<file path="src/rtl/loopyv_mem_arbiter.sv">
// loopyv_mem_arbiter: shares one memory port between fetch and data requesters, data-first with fetch anti-starvation
// Ports: clk, rstN (async active-low);
//   fetch:  ifReq, ifAddr -> ifGnt, ifRvalid, ifRdata
//   data:   dmReq, dmWe, dmBe, dmAddr, dmWdata -> dmGnt, dmRvalid, dmRdata
//   bus:    busReq, busWe, busBe, busAddr, busWdata <- busGnt, busRvalid, busRdata
//   protoErr: sticky flag raised by a bus response arriving with nothing outstanding
module loopyv_mem_arbiter #(
  parameter int IF_STARVE_MAX = 4
) (
  input  logic        clk,
  input  logic        rstN,
  input  logic        ifReq,
  input  logic [31:0] ifAddr,
  output logic        ifGnt,
  output logic        ifRvalid,
  output logic [31:0] ifRdata,
  input  logic        dmReq,
  input  logic        dmWe,
  input  logic [3:0]  dmBe,
  input  logic [31:0] dmAddr,
  input  logic [31:0] dmWdata,
  output logic        dmGnt,
  output logic        dmRvalid,
  output logic [31:0] dmRdata,
  output logic        busReq,
  output logic        busWe,
  output logic [3:0]  busBe,
  output logic [31:0] busAddr,
  output logic [31:0] busWdata,
  input  logic        busGnt,
  input  logic        busRvalid,
  input  logic [31:0] busRdata,
  output logic        protoErr
);
  typedef enum logic [1:0] {IDLE, ADDR, RESP} state_e;
  typedef enum logic [1:0] {OWN_NONE, OWN_IF, OWN_DM} owner_e;
  localparam logic [2:0] STARVE_MAX = 3'(IF_STARVE_MAX);
  state_e state_q, state_d;
  owner_e owner_q, owner_d;
  logic [2:0] starve_q, starve_d;
  logic perr_q, perr_d;
  logic dm_win, sel_if, sel_dm, bus_req, gnt, rv;
  assign dm_win = dmReq && !(ifReq && starve_q == STARVE_MAX);
  // IDLE picks the winner combinationally; afterwards the registered owner keeps the bus
  assign sel_dm = state_q == IDLE ? dm_win : owner_q == OWN_DM;
  assign sel_if = state_q == IDLE ? ifReq && !dm_win : owner_q == OWN_IF;
  // rstN gates the combinational request path so nothing escapes while reset is held
  assign bus_req = rstN && state_q != RESP && (sel_if || sel_dm);
  assign gnt = bus_req && busGnt;
  assign rv = rstN && state_q == RESP && busRvalid;
  always_ff @(posedge clk or negedge rstN) begin
    if (!rstN) begin
      state_q  <= IDLE;
      owner_q  <= OWN_NONE;
      starve_q <= '0;
      perr_q   <= 1'b0;
    end else begin
      state_q  <= state_d;
      owner_q  <= owner_d;
      starve_q <= starve_d;
      perr_q   <= perr_d;
    end
  end
  always_comb begin
    state_d = state_q;
    owner_d = owner_q;
    case (state_q)
      IDLE: if (bus_req) begin
        state_d = busGnt ? RESP : ADDR;
        owner_d = sel_dm ? OWN_DM : OWN_IF;
      end
      ADDR: if (busGnt) state_d = RESP;
      RESP: if (busRvalid) begin
        state_d = IDLE;
        owner_d = OWN_NONE;
      end
      default: begin
        state_d = IDLE;
        owner_d = OWN_NONE;
      end
    endcase
    // a data grant only counts toward starvation while a fetch is actually waiting
    starve_d = !gnt ? starve_q :
               (sel_if || !ifReq) ? 3'd0 :
               starve_q >= STARVE_MAX ? STARVE_MAX : starve_q + 3'd1;
    // a response outside RESP (including one coinciding with a grant in ADDR) is spurious
    perr_d = perr_q || (busRvalid && state_q != RESP);
  end
  always_comb begin
    busReq   = bus_req;
    busWe    = bus_req && sel_dm && dmWe;
    busBe    = !bus_req ? 4'h0 : sel_dm ? dmBe : 4'hF;
    busAddr  = !bus_req ? 32'd0 : sel_dm ? dmAddr : ifAddr;
    busWdata = bus_req && sel_dm ? dmWdata : 32'd0;
    ifGnt    = gnt && sel_if;
    dmGnt    = gnt && sel_dm;
    ifRvalid = rv && owner_q == OWN_IF;
    dmRvalid = rv && owner_q == OWN_DM;
    ifRdata  = ifRvalid ? busRdata : 32'd0;
    dmRdata  = dmRvalid ? busRdata : 32'd0;
    protoErr = perr_q;
  end
endmodule

</file>
<file path="config.mk">
export PLATFORM = sky130hd
export DESIGN_NAME = loopyv_mem_arbiter
export DESIGN_NICKNAME = d
export VERILOG_FILES = /design/src/rtl/loopyv_mem_arbiter.sv
export SDC_FILE = /design/constraint.sdc
export NUM_CORES = 1
export LEC_CHECK = 0
export BUFFER_PORTS_ARGS = -buffer_cell sky130_fd_sc_hd__clkbuf_2
export CAP_MARGIN = 10
export CORE_AREA = 2 2 108 110
export DETAILED_ROUTE_END_ITERATION = 6
export DIE_AREA = 0 0 110 112
export GPL_TIMING_DRIVEN = 0
export MAX_ROUTING_LAYER = met4
export SYNTH_ARGS = -nofsm -noshare
export SYNTH_HDL_FRONTEND = slang
export SYNTH_SLANG_ARGS = --single-unit
</file>
<file path="constraint.sdc">
create_clock -name clk -period 2.3 [get_ports clk]
set_input_delay 0.23 -clock clk [delete_from_list [all_inputs] [get_ports clk]]
set_output_delay 0.23 -clock clk [all_outputs]
set_load 0.05 [all_outputs]
</file>
---- After elaboration in Yosys (flattened, before gate mapping) ----
Index checks and enable logic that the tools add are counted.
word-level totals
  bits in registers ....................... 8
  output and inout bits ................... 139
  logic and storage cells ................. 59
cells by class
  mux-type cells .......................... 19
  reduce and logical (&&, ||, !) cells .... 24
  bitwise logic cells ..................... 1
  $lt $le $gt $ge ......................... 1
  eq/ne operators ......................... 9
  add/sub/neg operators ................... 1
operators with widths
  operator             number
  $mux 32              5
  $logic_and 1x1->1    15
  $mux 2               6
  $pmux 2 s3           2
  $mux 4               2
  $ne 2x2->1 const B   4
  $mux 3               2
  $reduce_and 3->1     2
  $eq 2x1->1 const B   2
  $eq 2x2->1 const B   2
  $add 3x1->3 const B  1
  $eq 3x3->1 const B   1
  $ge 3x3->1 const B   1
  $logic_not 1->1      3
  $logic_or 1x1->1     3
  $logic_not 2->1      1
  $mux 1               2
  $not 1->1            1

---- Longest topological paths before layout ----
  word-level depth ........................ 11
  depth in mapped cells ................... 8
  mapped depth without buffers ............ 6

---- Worst setup path before layout ----
OpenSTA, ideal clock, no wires.
  kind .................................... register -> output
  from .................................... reg state_q[0]
  to ...................................... out ifRdata[22]
  data arrival time ....................... 2.056 ns
  setup slack ............................. 0.014 ns
  data required time ...................... 2.070 ns
  path buffers ............................ 2
  stages on the path, launching flop included .. 7
  path through ............................ dfrtp_1 > buf_2 > inv_1 > nand4_1 > nor2_1 > clkbuf_1 > and2_1
between the ends
  word-level cells in the longest chain between the ends .. 5
ends and longest elaborated chain
  item                             line  RTL
  from (decl)                      38    state_e state_q, state_d;
  from (signal assigned)           58    state_q <= state_d;
  $eq 2x2->1                       50    assign rv = rstN && state_q == RESP && busRvalid;
  $logic_and 1x1->1 (2 in series)  50
  $logic_and 1x1->1                97    ifRvalid = rv && owner_q == OWN_IF;
  net ifRvalid                     15    output logic ifRvalid,
  $mux 32                          99    ifRdata = ifRvalid ? busRdata : 32'd0;
  to (decl)                        16    output logic [31:0] ifRdata,
The timed path passes the listed nets, and every way through them passes these cells.

---- Worst setup path after layout ----
  from .................................... reg state_q[1]
  to ...................................... out busAddr[14]
between the ends
  word-level cells in the longest chain between the ends .. 5
  elaborated cells between the ends (all ways) .. 9
  those cells by class .................... 1 x eq/ne; 4 x mux; 4 x reduce/logical
ends and longest elaborated chain
  item                       line    RTL
  $logic_not 2->1            45, 46
  $mux 1 (on tied branches)  46, 45
  $logic_or 1x1->1           48      assign bus_req = rstN && state_q != RESP && (sel_if || sel_dm);
  $logic_and 1x1->1          48
  $mux 32 *                  93      busAddr = !bus_req ? 32'd0 : sel_dm ? dmAddr : ifAddr;
  to (decl)                  28      output logic [31:0] busAddr,
Mark *: on every way between the ends. The rest lies on a longest branch, timed or not.

==> flow_summary.json <==
{
  "hold_ws_ps": 247,
  "hp-class": "primary input to flop",
  "synth.avg_cell_area_um2": 7.01,
  "clk_latency_ps": 240,
  "worstPathRequired_ps": 2070,
  "fin_nets": 693,
  "grt_pass1_wl_um": 12200,
  "postRouteAntennaNets": 0,
  "io_pins": 278,
  "cp-start-kind": "flop",
  "crit_slowest_cell": "dfrtp_2",
  "use_met1": 0.138,
  "grt_pass1_vias": 2547,
  "num_rows": 39,
  "cpPeakStageDelay_ps": 420,
  "htree_levels": 1,
  "start_util": 0.161,
  "crit_path_end_kind": "output pin",
  "grt_setup_unrepaired": "yes",
  "syn-num-nets": 398,
  "fin_util": 0.365,
  "core_um2": 11200,
  "yosysUniqueCellTypes": 35,
  "layout.filler_cells": 1165,
  "die_area_um2": 12300,
  "area_growth_syn_to_layout_pct": 126,
  "grt_max_degree": 11,
  "min_from": "busGnt",
  "grt_util_all_layers": 0.130,
  "ys_seq_elements": 8,
  "critPathArrivalTime_ps": 2070,
  "vdd_drop_max_v": 0.000258,
  "cts_buffers": 3,
  "crit_path_frequent_cell": "buf_12",
  "clock_sinks": 8,
  "cts.path.max_buffers": 2,
  "cp_num_buf_inv": 4,
  "antenna_found_initial": 0,
  "hold_depth": 2,
  "worst_pin_slew_ps": 416,
  "failed_checks": "negative setup slack",
  "vias": 2844,
  "final_cell_mix": "clkbuf_2, and2_1, clkbuf_4",
  "relSlewSlack": 0.722,
  "r2r-start": "state_q[0]$_DFFE_PN0P_",
  "use_met2": 0.253,
  "wl_per_cell_um": 12.9,
  "layout_setup_ws_ps": -1.34,
  "grt.met3_usage": 0.00937,
  "layout_commonest_cell": "clkbuf_2",
  "io_buffers": 276,
  "power.density_nw_per_um2": 521,
  "r2r_slack_ps": 660,
  "drc": 0,
  "synthesis.area_um2": 1800,
  "power_uw": 2130,
  "place_ws_ps": -21.0,
  "path_max_fanout": 5,
  "cts_root_buf": "clkbuf_16",
  "skew_ps": 4.14,
  "crit_family": "buffers and inverters",
  "drtIter0Drc": 102,
  "cts_tree": "done",
  "die_w_um": 110,
  "seq_area_frac_synth": 0.111,
  "hold_viol": 0,
  "fmax_ghz": 0.435,
  "power_leakage_uw": 0.00228,
  "routed_wl_um": 8940,
  "worstSetupPathType": "flop to output pin",
  "period_minus_slack_ps": 2300,
  "yosys_warnings": 0,
  "firstDrtPassIters": 4,
  "cts.clk_slew.worst_paths_ps": 30,
  "outcome": "finished with violations",
  "gp_congestion": 0.809,
  "grt_overflow": 0,
  "dp_hpwl_um": 7200,
  "reg2reg_depth": 3,
  "layout-drive-gt1-share": 0.607,
  "slew_viol_final": 0,
  "setup_viol": 2,
  "vias_per_cell": 4.10,
  "r2r_end": "starve_q[0]$_DFFE_PN0P_",
  "fin_crit_sh": 1.00,
  "hold_end": "state_q[0]$_DFFE_PN0P_",
  "maxCapViolations": 0,
  "crit_path_cell_trace": "or3b_4 > o22ai_4 > buf_6 > buf_12 > buf_12 > mux2i_2 > nor2_2 > buf_8",
  "grt_busiest_layer": "met2",
  "die_y_um": 112,
  "synthCells": 257,
  "diodes": 0
}
[worst max-delay path by stage]
stage | start | endpoint | slack, ps | depth (start not counted)
finish | state_q[1]$_DFFE_PN0P_ | busAddr[14] | -1 | 8
global route | state_q[1]$_DFFE_PN0P_ | busAddr[14] | -70 | 8
detailed placement | state_q[0]$_DFFE_PN0P_ | busWdata[30] | -20 | 7
floorplan | state_q[0]$_DFFE_PN0P_ | ifRdata[22] | 10 | 6
CTS | state_q[1]$_DFFE_PN0P_ | busAddr[14] | -70 | 9
global placement | state_q[0]$_DFFE_PN0P_ | dmRdata[24] | -20 | 7
[layout make-up]
class | instances | area [um^2] | area share
Multi-Input combinational cell | 221 | 1520 | 0.373
Sequential cell | 8 | 203 | 0.0497
Clock buffer | 3 | 75.1 | 0.0184
Inverter | 9 | 33.8 | 0.00828
Timing Repair Buffer | 293 | 1940 | 0.475
Buffer | 16 | 128 | 0.0313
Tap cell | 143 | 179 | 0.0439
[cells in the mapped netlist, drive strengths merged]
cell type	instances	area, um^2
nor2	40	150
xnor2	1	8.76
or2	2	12.5
o2bb2ai	1	8.76
nor2b	1	6.26
nand2b	2	12.5
o21ai	4	20.0
a31oi	2	12.5
nor4b	1	8.76
a21boi	1	7.51
nand4b	1	8.76
inv	9	33.8
and2	98	613
nor3	2	10.0
nand4	2	12.5
or2b	1	7.51
nand2	5	18.8
nand3	4	20.0
mux2i	32	320
mux2	1	11.3
buf	9	103
a21oi	8	43.8
or3b	1	11.3
a21o	3	22.5
clkbuf	10	37.5
o22ai	3	25.0
and3	1	6.26
o21a	1	7.51
dfrtp	8	200
o32ai	1	16.3
ha	2	25.0
[sequential cells by signal, summed over array words and instances (netlist names)]
name	count
protoErr	1
owner_q	2
starve_q	3
state_q	2
[metal layers]
metal,part of all wire,up-vias
li1,-,1419
met1,0.37,1247
met2,0.53,171
met3,0.093,7
met4,0.012,0
met5,0,-
[worst register-to-register path, delay by kind of cell, from the launching register on]
family | cells | cell delay (ps)
muxes | 1 | 380
AOI/OAI and AO/OA | 1 | 430
and+or+nand+nor | 1 | 270
DFF | 1 | 440
[power breakdown]
| part | switching, uW | internal [uW] | total (uW) |
|---|---|---|---|
| clock | 73.5 | 225 | 298 |
| combinational | 929 | 692 | 1620 |
| sequential | 33.2 | 174 | 207 |
| total | 1040 | 1090 | 2130 |
[cells by family after synthesis]
kind of cell,Yosys count,share of synthesized area
AND/OR/NAND/NOR,161,0.499
multiplexers,33,0.184
buffers and inverters,28,0.0965
AO/OA/AOI/OAI,24,0.0910
flip-flops,8,0.111
adder cells (fa/ha/maj),2,0.0139
XOR/XNOR,1,0.00486
[per-stage QoR]
step                      cell area (um^2)  TNS (ps)  cells
after floorplan                       1800         0    257
after global placement                3360     -19.4    676
after detailed placement              3360     -40.4    676
after CTS                             3870      -405    691
after global routing                  4080      -918    693
final                                 4080     -2.26    693
[repair_timing]
action	CTS	global route
pin swaps	7	13
setup buffers	11	3
resized for setup	82	129
setup endpoints to repair	120	122
hold buffers	1	0
endpoints found under the hold margin	8	0
gates cloned	2	0
Power figures use the tool's default switching activity.
